### config.mk
export PLATFORM = sky130hd
export DESIGN_NAME = spi_ram_bridge
export DESIGN_NICKNAME = d
export VERILOG_FILES = /design/src/rtl/spi_ram_bridge.sv
export SDC_FILE = /design/constraint.sdc
export NUM_CORES = 2
export LEC_CHECK = 0
export BUFFER_PORTS_ARGS = -buffer_cell sky130_fd_sc_hd__buf_2
export CELL_PAD_IN_SITES_DETAIL_PLACEMENT = 0
export CELL_PAD_IN_SITES_GLOBAL_PLACEMENT = 1
export CORE_ASPECT_RATIO = 1.75
export CORE_UTILIZATION = 61
export CTS_CLUSTER_SIZE = 40
export DETAILED_ROUTE_END_ITERATION = 6
export PLACE_DENSITY = 0.95
export SLEW_MARGIN = 20
export SYNTH_ARGS = -nofsm -noshare
export SYNTH_HDL_FRONTEND = slang
export SYNTH_SLANG_ARGS = --single-unit
### constraint.sdc
create_clock -name clk -period 11.15 [get_ports clk]
set_clock_uncertainty 0.2 [all_clocks]
set_input_delay 2.23 -clock clk [delete_from_list [all_inputs] [get_ports clk]]
set_output_delay 2.23 -clock clk [all_outputs]
set_load 0.02 [all_outputs]
### src/rtl/spi_ram_bridge.sv
// spi_ram_bridge: SPI slave (bit clock = clk) bridging opcode/address/data
// frames onto an internal word-addressed RAM with burst auto-increment.
// Optional feature macro: SPI_RAM_BRIDGE_WRAP_EN
//   defined     -> burst address wraps from MEM_DEPTH-1 to 0
//   not defined -> burst address saturates, later words are dropped / read as ones
//
// state    | meaning
// ---------+-------------------------------------------------------------
// S_IDLE   | no frame; first SS_n-low edge samples opcode MSB
// S_CMD    | sampling opcode LSB
// S_ADDR   | shifting in ADDR_WIDTH start-address bits
// S_WRITE  | shifting in write words, commit on last bit of each word
// S_TURN   | turnaround cycle, first word fetched from RAM
// S_READ   | shifting out prefetched words, next word fetched at word start
// S_IGNORE | reserved opcode, MISO held low until SS_n rises
module spi_ram_bridge #(
    parameter int ADDR_WIDTH = 8,
    parameter int DATA_WIDTH = 8,
    parameter int MEM_DEPTH  = 256
) (
    input  logic clk,
    input  logic rst,
    input  logic SS_n,
    input  logic MOSI,
    output logic MISO,
    output logic busy,
    output logic err
);

    localparam int MAX_W = (ADDR_WIDTH > DATA_WIDTH) ? ADDR_WIDTH : DATA_WIDTH;
    localparam int CNT_W = $clog2(MAX_W + 1);

    typedef logic [CNT_W-1:0] cnt_t;

    localparam cnt_t                  CNT_ADDR  = cnt_t'(ADDR_WIDTH - 1);
    localparam cnt_t                  CNT_DATA  = cnt_t'(DATA_WIDTH - 1);
    localparam cnt_t                  CNT_ONE   = cnt_t'(1);
    localparam logic [ADDR_WIDTH-1:0] LAST_ADDR = ADDR_WIDTH'(MEM_DEPTH - 1);
    localparam logic [ADDR_WIDTH-1:0] ADDR_ONE  = ADDR_WIDTH'(1);
    localparam logic [ADDR_WIDTH:0]   DEPTH_EXT = (ADDR_WIDTH + 1)'(MEM_DEPTH);

    typedef enum logic [2:0] {
        S_IDLE,
        S_CMD,
        S_ADDR,
        S_WRITE,
        S_TURN,
        S_READ,
        S_IGNORE
    } state_t;

    state_t state, state_nxt;

    logic [DATA_WIDTH-1:0] mem [MEM_DEPTH];

    logic                  op_hi;
    logic                  is_read;
    cnt_t                  cnt;
    logic [ADDR_WIDTH-1:0] addr;
    logic [DATA_WIDTH-1:0] wshift;
    logic [DATA_WIDTH-1:0] rshift;
    logic [DATA_WIDTH-1:0] rdata;
    logic                  oor;
    logic                  beyond;

    logic                  cnt_tc;
    logic                  addr_last;
    logic                  blocked;
    logic [ADDR_WIDTH-1:0] addr_shift;
    logic [DATA_WIDTH-1:0] word_in;

    logic                  access;
    logic                  mem_we;
    logic                  fetch;
    logic                  advance;
    logic                  over_hit;
    logic                  start_oor;
    logic                  miso_nxt;

    assign cnt_tc     = (cnt == '0);
    assign addr_last  = (addr == LAST_ADDR);
    assign blocked    = oor | beyond;
    assign addr_shift = ADDR_WIDTH'({addr, MOSI});
    assign word_in    = DATA_WIDTH'({wshift, MOSI});
    assign advance    = access & ~blocked;
    assign over_hit   = access & beyond;
    assign busy       = (state != S_IDLE);

    // FSM state register
    always_ff @(posedge clk) begin
        if (rst) state <= S_IDLE;
        else     state <= state_nxt;
    end

    // Next-state decode plus per-edge RAM access strobes and MISO source
    always_comb begin
        state_nxt = state;
        access    = 1'b0;
        mem_we    = 1'b0;
        fetch     = 1'b0;
        start_oor = 1'b0;
        miso_nxt  = 1'b0;
        if (SS_n) begin
            state_nxt = S_IDLE;
        end else begin
            case (state)
                S_IDLE:   state_nxt = S_CMD;
                S_CMD:    state_nxt = op_hi ? S_IGNORE : S_ADDR;
                S_ADDR: begin
                    if (cnt_tc) begin
                        state_nxt = is_read ? S_TURN : S_WRITE;
                        start_oor = ({1'b0, addr_shift} >= DEPTH_EXT);
                    end
                end
                S_WRITE: begin
                    access = cnt_tc;
                    mem_we = cnt_tc & ~blocked;
                end
                S_TURN: begin
                    state_nxt = S_READ;
                    access    = 1'b1;
                    fetch     = 1'b1;
                end
                S_READ: begin
                    access   = cnt_tc;
                    fetch    = cnt_tc;
                    miso_nxt = cnt_tc ? rdata[DATA_WIDTH-1] : rshift[DATA_WIDTH-1];
                end
                S_IGNORE: state_nxt = S_IGNORE;
                default:  state_nxt = S_IDLE;
            endcase
        end
        // Reset wins over any access decoded on the same edge
        if (rst) begin
            state_nxt = S_IDLE;
            access    = 1'b0;
            mem_we    = 1'b0;
            fetch     = 1'b0;
            start_oor = 1'b0;
            miso_nxt  = 1'b0;
        end
    end

    // Frame datapath: opcode/address capture, bit counter, shifters, flags
    always_ff @(posedge clk) begin
        if (rst) begin
            MISO    <= 1'b0;
            err     <= 1'b0;
            op_hi   <= 1'b0;
            is_read <= 1'b0;
            cnt     <= '0;
            addr    <= '0;
            wshift  <= '0;
            rshift  <= '0;
            oor     <= 1'b0;
            beyond  <= 1'b0;
        end else begin
            MISO <= miso_nxt;
            if (start_oor || over_hit) err <= 1'b1;
            if (!SS_n) begin
                case (state)
                    S_IDLE: op_hi <= MOSI;
                    S_CMD: begin
                        is_read <= MOSI;
                        cnt     <= CNT_ADDR;
                    end
                    S_ADDR: begin
                        addr <= addr_shift;
                        if (cnt_tc) begin
                            oor    <= start_oor;
                            beyond <= 1'b0;
                            cnt    <= is_read ? '0 : CNT_DATA;
                        end else begin
                            cnt <= cnt - CNT_ONE;
                        end
                    end
                    S_WRITE: begin
                        wshift <= word_in;
                        cnt    <= cnt_tc ? CNT_DATA : cnt - CNT_ONE;
                    end
                    S_READ: begin
                        if (cnt_tc) begin
                            rshift <= rdata << 1;
                            cnt    <= CNT_DATA;
                        end else begin
                            rshift <= rshift << 1;
                            cnt    <= cnt - CNT_ONE;
                        end
                    end
                    default: ;
                endcase
                if (advance) begin
`ifdef SPI_RAM_BRIDGE_WRAP_EN
                    addr <= addr_last ? '0 : addr + ADDR_ONE;
`else
                    if (addr_last) beyond <= 1'b1;
                    else           addr   <= addr + ADDR_ONE;
`endif
                end
            end
        end
    end

    // RAM: synchronous write and registered read; blocked accesses read as all-ones
    always_ff @(posedge clk) begin
        if (mem_we) mem[addr] <= word_in;
        if (fetch)  rdata     <= blocked ? '1 : mem[addr];
    end

endmodule

== Word-level counts from Yosys, hierarchy flattened ==
Memories as Yosys holds them, arrays and structs flattened. A register that Yosys moved wholly into a read port is not among the register bits.
Index checks and enable logic that the tools add are counted.

* Add/sub/neg operators: 2
* Equality and inequality tests: 8
* Muxes and demuxes: 28
* Bitwise logic cells: 7
* Reductions and logical operators: 13

{| class="wikitable"
|+ Operators with widths
! kind !! count
|-
| two-way mux 8 bit || 4
|-
| one-hot mux 3 bit (6 select lines) || 1
|-
| two-way mux 1 bit || 14
|-
| two-way mux 3 bit || 4
|-
| one-hot mux 4 bit (3 select lines) || 1
|-
| AND reduction 2 bit || 6
|-
| == test 3 bit, second input constant || 3
|-
| adder 8 x 1 -> 8 bit, second input constant || 1
|-
| == test 8 bit, second input constant || 1
|-
| two-way mux 4 bit || 2
|-
| == test 3 x 2 -> 1 bit, second input constant || 2
|-
| nonzero test 3 bit || 2
|-
| zero test 4 bit || 1
|-
| inverter 1 bit || 4
|-
| one-hot mux 1 bit (2 select lines) || 2
|-
| OR reduction 2 bit || 2
|-
| subtractor 4 x 1 -> 4 bit, second input constant || 1
|-
| bitwise AND 1 bit || 3
|-
| == test 3 x 1 -> 1 bit, second input constant || 1
|-
| zero test 3 bit || 1
|-
| OR reduction 3 bit || 1
|-
| != test 2 bit, second input constant || 1
|}

* Register bits: 35
* Bits in writable memories: 2048
* Input port bits: 4
* Output and inout bits: 3
* Word-level logic and storage cells: 69
* Memories kept: 1

{| class="wikitable"
|+ Memories
! name !! depth !! bits a word !! rd ports !! clocked after Yosys merged registers in !! write ports !! line !! source
|-
| mem || 256 || 8 || 1 || 1 || 1 || 54 || <nowiki>logic [DATA_WIDTH-1:0] mem [MEM_DEPTH];</nowiki>
|}

== Logic depth before layout (Yosys ltp) ==
* Word-level depth: 7
* Gate-level depth with buffers: 12
* Gate-level depth less buffers: 9

== Worst setup path before layout ==
No wires, ideal clock.

* Kind: input to register
* Start point: input port SS_n
* End point: memory mem[31][0] (enable)
* Library setup time: 0.370 ns
* Data arrival time: 3.961 ns
* Required time: 10.580 ns
* Path slack: 6.619 ns
* Stages on the path: 7
* Buffers on the path: 2
* Cells stage by stage: clkbuf_1 > nor3_1 > nand4_1 > nor3_1 > nand2_1 > clkbuf_1 > nor2_1

* Cells in the longest elaborated chain, start to end: 4

{| class="wikitable"
|+ Ends and longest elaborated chain
! what !! line !! source
|-
| from (decl) || 23 || <nowiki>input logic SS_n,</nowiki>
|-
| two-way mux 1 bit || 103 || <nowiki>if (SS_n) begin</nowiki>
|-
| two-way mux 1 bit || 134 || <nowiki>if (rst) begin</nowiki>
|-
| two-way mux 1 bit || 206 || <nowiki>if (mem_we) mem[addr] <= word_in;</nowiki>
|-
| two-way mux 1 bit (implied by the code) || 206 ||
|-
| to (decl) || 54 ||
|}

Every way passes these cells.

== Worst setup path in the final report ==
* Start point: input port rst
* End point: memory mem[12][4] (enable)

* Cells in the longest elaborated chain, start to end: 3

{| class="wikitable"
|+ Ends and longest elaborated chain
! what !! line !! source
|-
| from (decl) || 22 || <nowiki>input logic rst,</nowiki>
|-
| two-way mux 1 bit || 134 ||
|-
| two-way mux 1 bit || 206 ||
|-
| two-way mux 1 bit (implied by the code) || 206 ||
|}

Every way passes these cells.

==> results.ini <==
[route]
drt-wirelength-per-cell_um = 40.7
drt_iter0_drc = 7734
first_pass_iters = 7
finalWirelength_mm = 232
drc = 74
ant_nets = 0
via_count = 43200
vias_per_cell = 7.56

[setup_path]
crit_fanout = 34
rr_startpoint = addr[3]
start_kind = input port
critPathMaxStageDelay_ns = 1.06
crit_type = in2reg
cp.arrival_ns = 6.07
cp_cell_sequence = buf_2 > nor3_1 > nand4_1 > nor3_1 > nand2_1 > nor2_1
r2r_slack_ns = 5.59
path_common_cell = nor3_1
setup.worst_path.end_class = register
cp_slowest_cell = nor3_1
r2r_cells = 10
cp-startpoint = rst
r2r-end = rdata[3]
worstPathRequired_ns = 11.39

[power_and_ir_drop]
p_per_area_nw_per_um2 = 168
ir_drop_uv = 116
p_sw_mw = 2.89
seq_power_share = 0.574
p_comb_frac = 0.007
switching_share = 0.195
total_power_mw = 14.8
p_int_mw = 11.9
leakagePower_nw = 25.1
power_frac_clock = 0.419

[finish]
multi_input_area_um2 = 17300
nFillCells = 7230
nNetsFinal = 3885
seqCellArea_um2 = 62500
drive_gt1_frac = 0.217
area_delta_synth_final_pct = 8.94

[yosys]
synthFlopType = edfxtp_1
synth_adder_area_share = 0.000772
synth_edf_count = 2056
yosys_warnings = 0
synthCells = 3870
synth-xor-area-share = 0.000108
avgSynthCellArea_um2 = 20.9
synth_top_area_cell = edfxtp_1
async_flop_share = 0
syn_area_um2 = 81100
yosysTopAreaCellShare = 0.762
synth.top_cells.by_count = 2056 x edfxtp_1, 493 x mux4_2, 314 x nor2_1
synthDistinctLibCells = 61
synthSimpleGateAreaFrac = 0.0265
synth.most_common_cell = edfxtp_1
syn-num-nets = 3879
muxShareOfSynthArea = 0.151
synthTopCellsByArea = edfxtp_1 76%, mux4_2 14%, a22oi_1 1.6%
synth_top_family_by_area = multiplexers
synth-seq-area-share = 0.770
synth_compound_area_frac = 0.0353
ys_seq_elements = 2090

[hold_path]
min_from = rshift[1]
hold_class = reg2reg
hold_path_depth = 2
hold_end = rshift[1]

[die]
core.rowCount = 176
die-area_um2 = 134000
start_util = 0.616
ios = 7
die_height_um = 484
core_area_um2 = 132000
die_w_um = 278

[clock_network]
postCtsSetupBuffers = 0
cts.sinks = 2090
h-tree-depth = 4
cts_resized = 0
cts_tree = done
cts_hold_buf = 0
cts_buffers = 163
clk_latency_ns = 0.82
cts_buffer_depth = 3
cts.reportedPaths.clkPinSlew_ns = 0.07
cts_root_buf = clkbuf_16

[place]
dp_hpwl_mm = 127
place.gp.congestion = 0.975
io_buffers = 6

[status]
status = finished with violations
violations = design-rule violations

[grt]
grt_overflow = 0
grt_pass1_wl_mm = 325
grt_use_total = 0.351
grt_pass1_vias = 43300
grt_max_degree = 196
antenna_found_initial = 11

[flow_run]
maxCapViolations = 0

[sta]
fin_crit_ns = 5.83
finalSetupTns_ns = 0
tightest_slew_ns = 1.25
setup_violations = 0
relSlewSlack = 0.161
finalMaxSlewViolations = 0
grt_setup_unrepaired = false
period_share = 0.523
fmax_mhz = 171
hold_viol_final = 0

-- worst max-delay path by stage --
stage            endpoint  slack [ns]
2_1_floorplan  mem[31][0]        6.62
3_3_place_gp   mem[27][2]        4.99
3_5_place_dp   mem[27][3]        4.91
4_1_cts        mem[12][4]        5.59
5_1_grt        mem[12][4]        5.44
6_report       mem[12][4]        5.32
-- flip-flops by register name, indices dropped and copies added, names as in the netlist --
signal and cells:
op_hi 1, MISO 1, state 3, rshift 7, cnt 4, addr 8, err 1, is_read 1
beyond 1, mem 2048, rdata 8, wshift 7
-- power groups by stage --
stage	logic, mW	clock network (mW)	registers (mW)
after CTS	0.101	6.18	8.50
after global routing	0.107	6.42	8.50
after detailed placement	0.0992	0	8.68
after global placement	0.0973	0	8.68
after floorplan	0.0647	0	8.68
final	0.104	6.21	8.50
-- metal layers --
layer / wire [um] / up-vias / GRT usage / share of wire
li1: - / 16100 / - / -
met1: 65500 / 21400 / 0.387 / 0.28
met2: 112000 / 4378 / 0.564 / 0.48
met3: 28700 / 1262 / 0.0944 / 0.12
met4: 25800 / 14 / 0.302 / 0.11
met5: 207 / - / 0.00795 / 0.00089
-- logic make-up (layout without fill, tap and decap cells) --
group | Yosys count | in the layout
fa+ha+maj | 5 | 5
compound gates | 414 | 414
other cells | 0 | 10
mux | 601 | 601
flops | 2090 | 2090
buf+inv | 252 | 390
simple gates | 507 | 507
xor+xnor | 1 | 1
-- cell usage in the layout (no fill, tap or decap), types with 14 or more instances in the layout --
master / instances
clkinvlp_4: 19
nand2_1: 82
a21oi_1: 97
clkinv_1: 29
o21ai_0: 19
clkbuf_1: 16
o22ai_1: 20
a22oi_1: 172
edfxtp_1: 2056
nor3_1: 18
mux2i_1: 94
mux4_2: 493
dfxtp_1: 23
mux2_2: 14
clkinv_2: 22
clkbuf_16: 171
buf_4: 65
nor2_1: 311
nand3_1: 24
bufinv_16: 25
-- area by class of cell --
class,count,area share
multi-input combinational,1528,0.196
antenna,10,0.000283
clock inverter,110,0.0142
clock buffer,187,0.0491
sequential,2090,0.707
inverter,9,0.000382
timing repair buffer,84,0.00857
tap,1691,0.0240
-- stage by stage --
stage                     hold WS, ns  instances  worst slack [ns]   util  area, um2
after global placement          0.257       5401              4.99  0.628      82700
final                           0.289       5709              5.32  0.671      88300
after CTS                       0.286       5698              5.59  0.670      88300
after floorplan                 0.246       3870              6.62      -      81100
after global routing            0.306       5700              5.44  0.671      88300
after detailed placement        0.275       5401              4.91  0.628      82700
-- critical path: cells and delay by family --
family | cells | cell delay [ns]
simple gates | 5 | 3.51
buf+inv | 1 | 0.30
(Power assumes the default switching activity.)
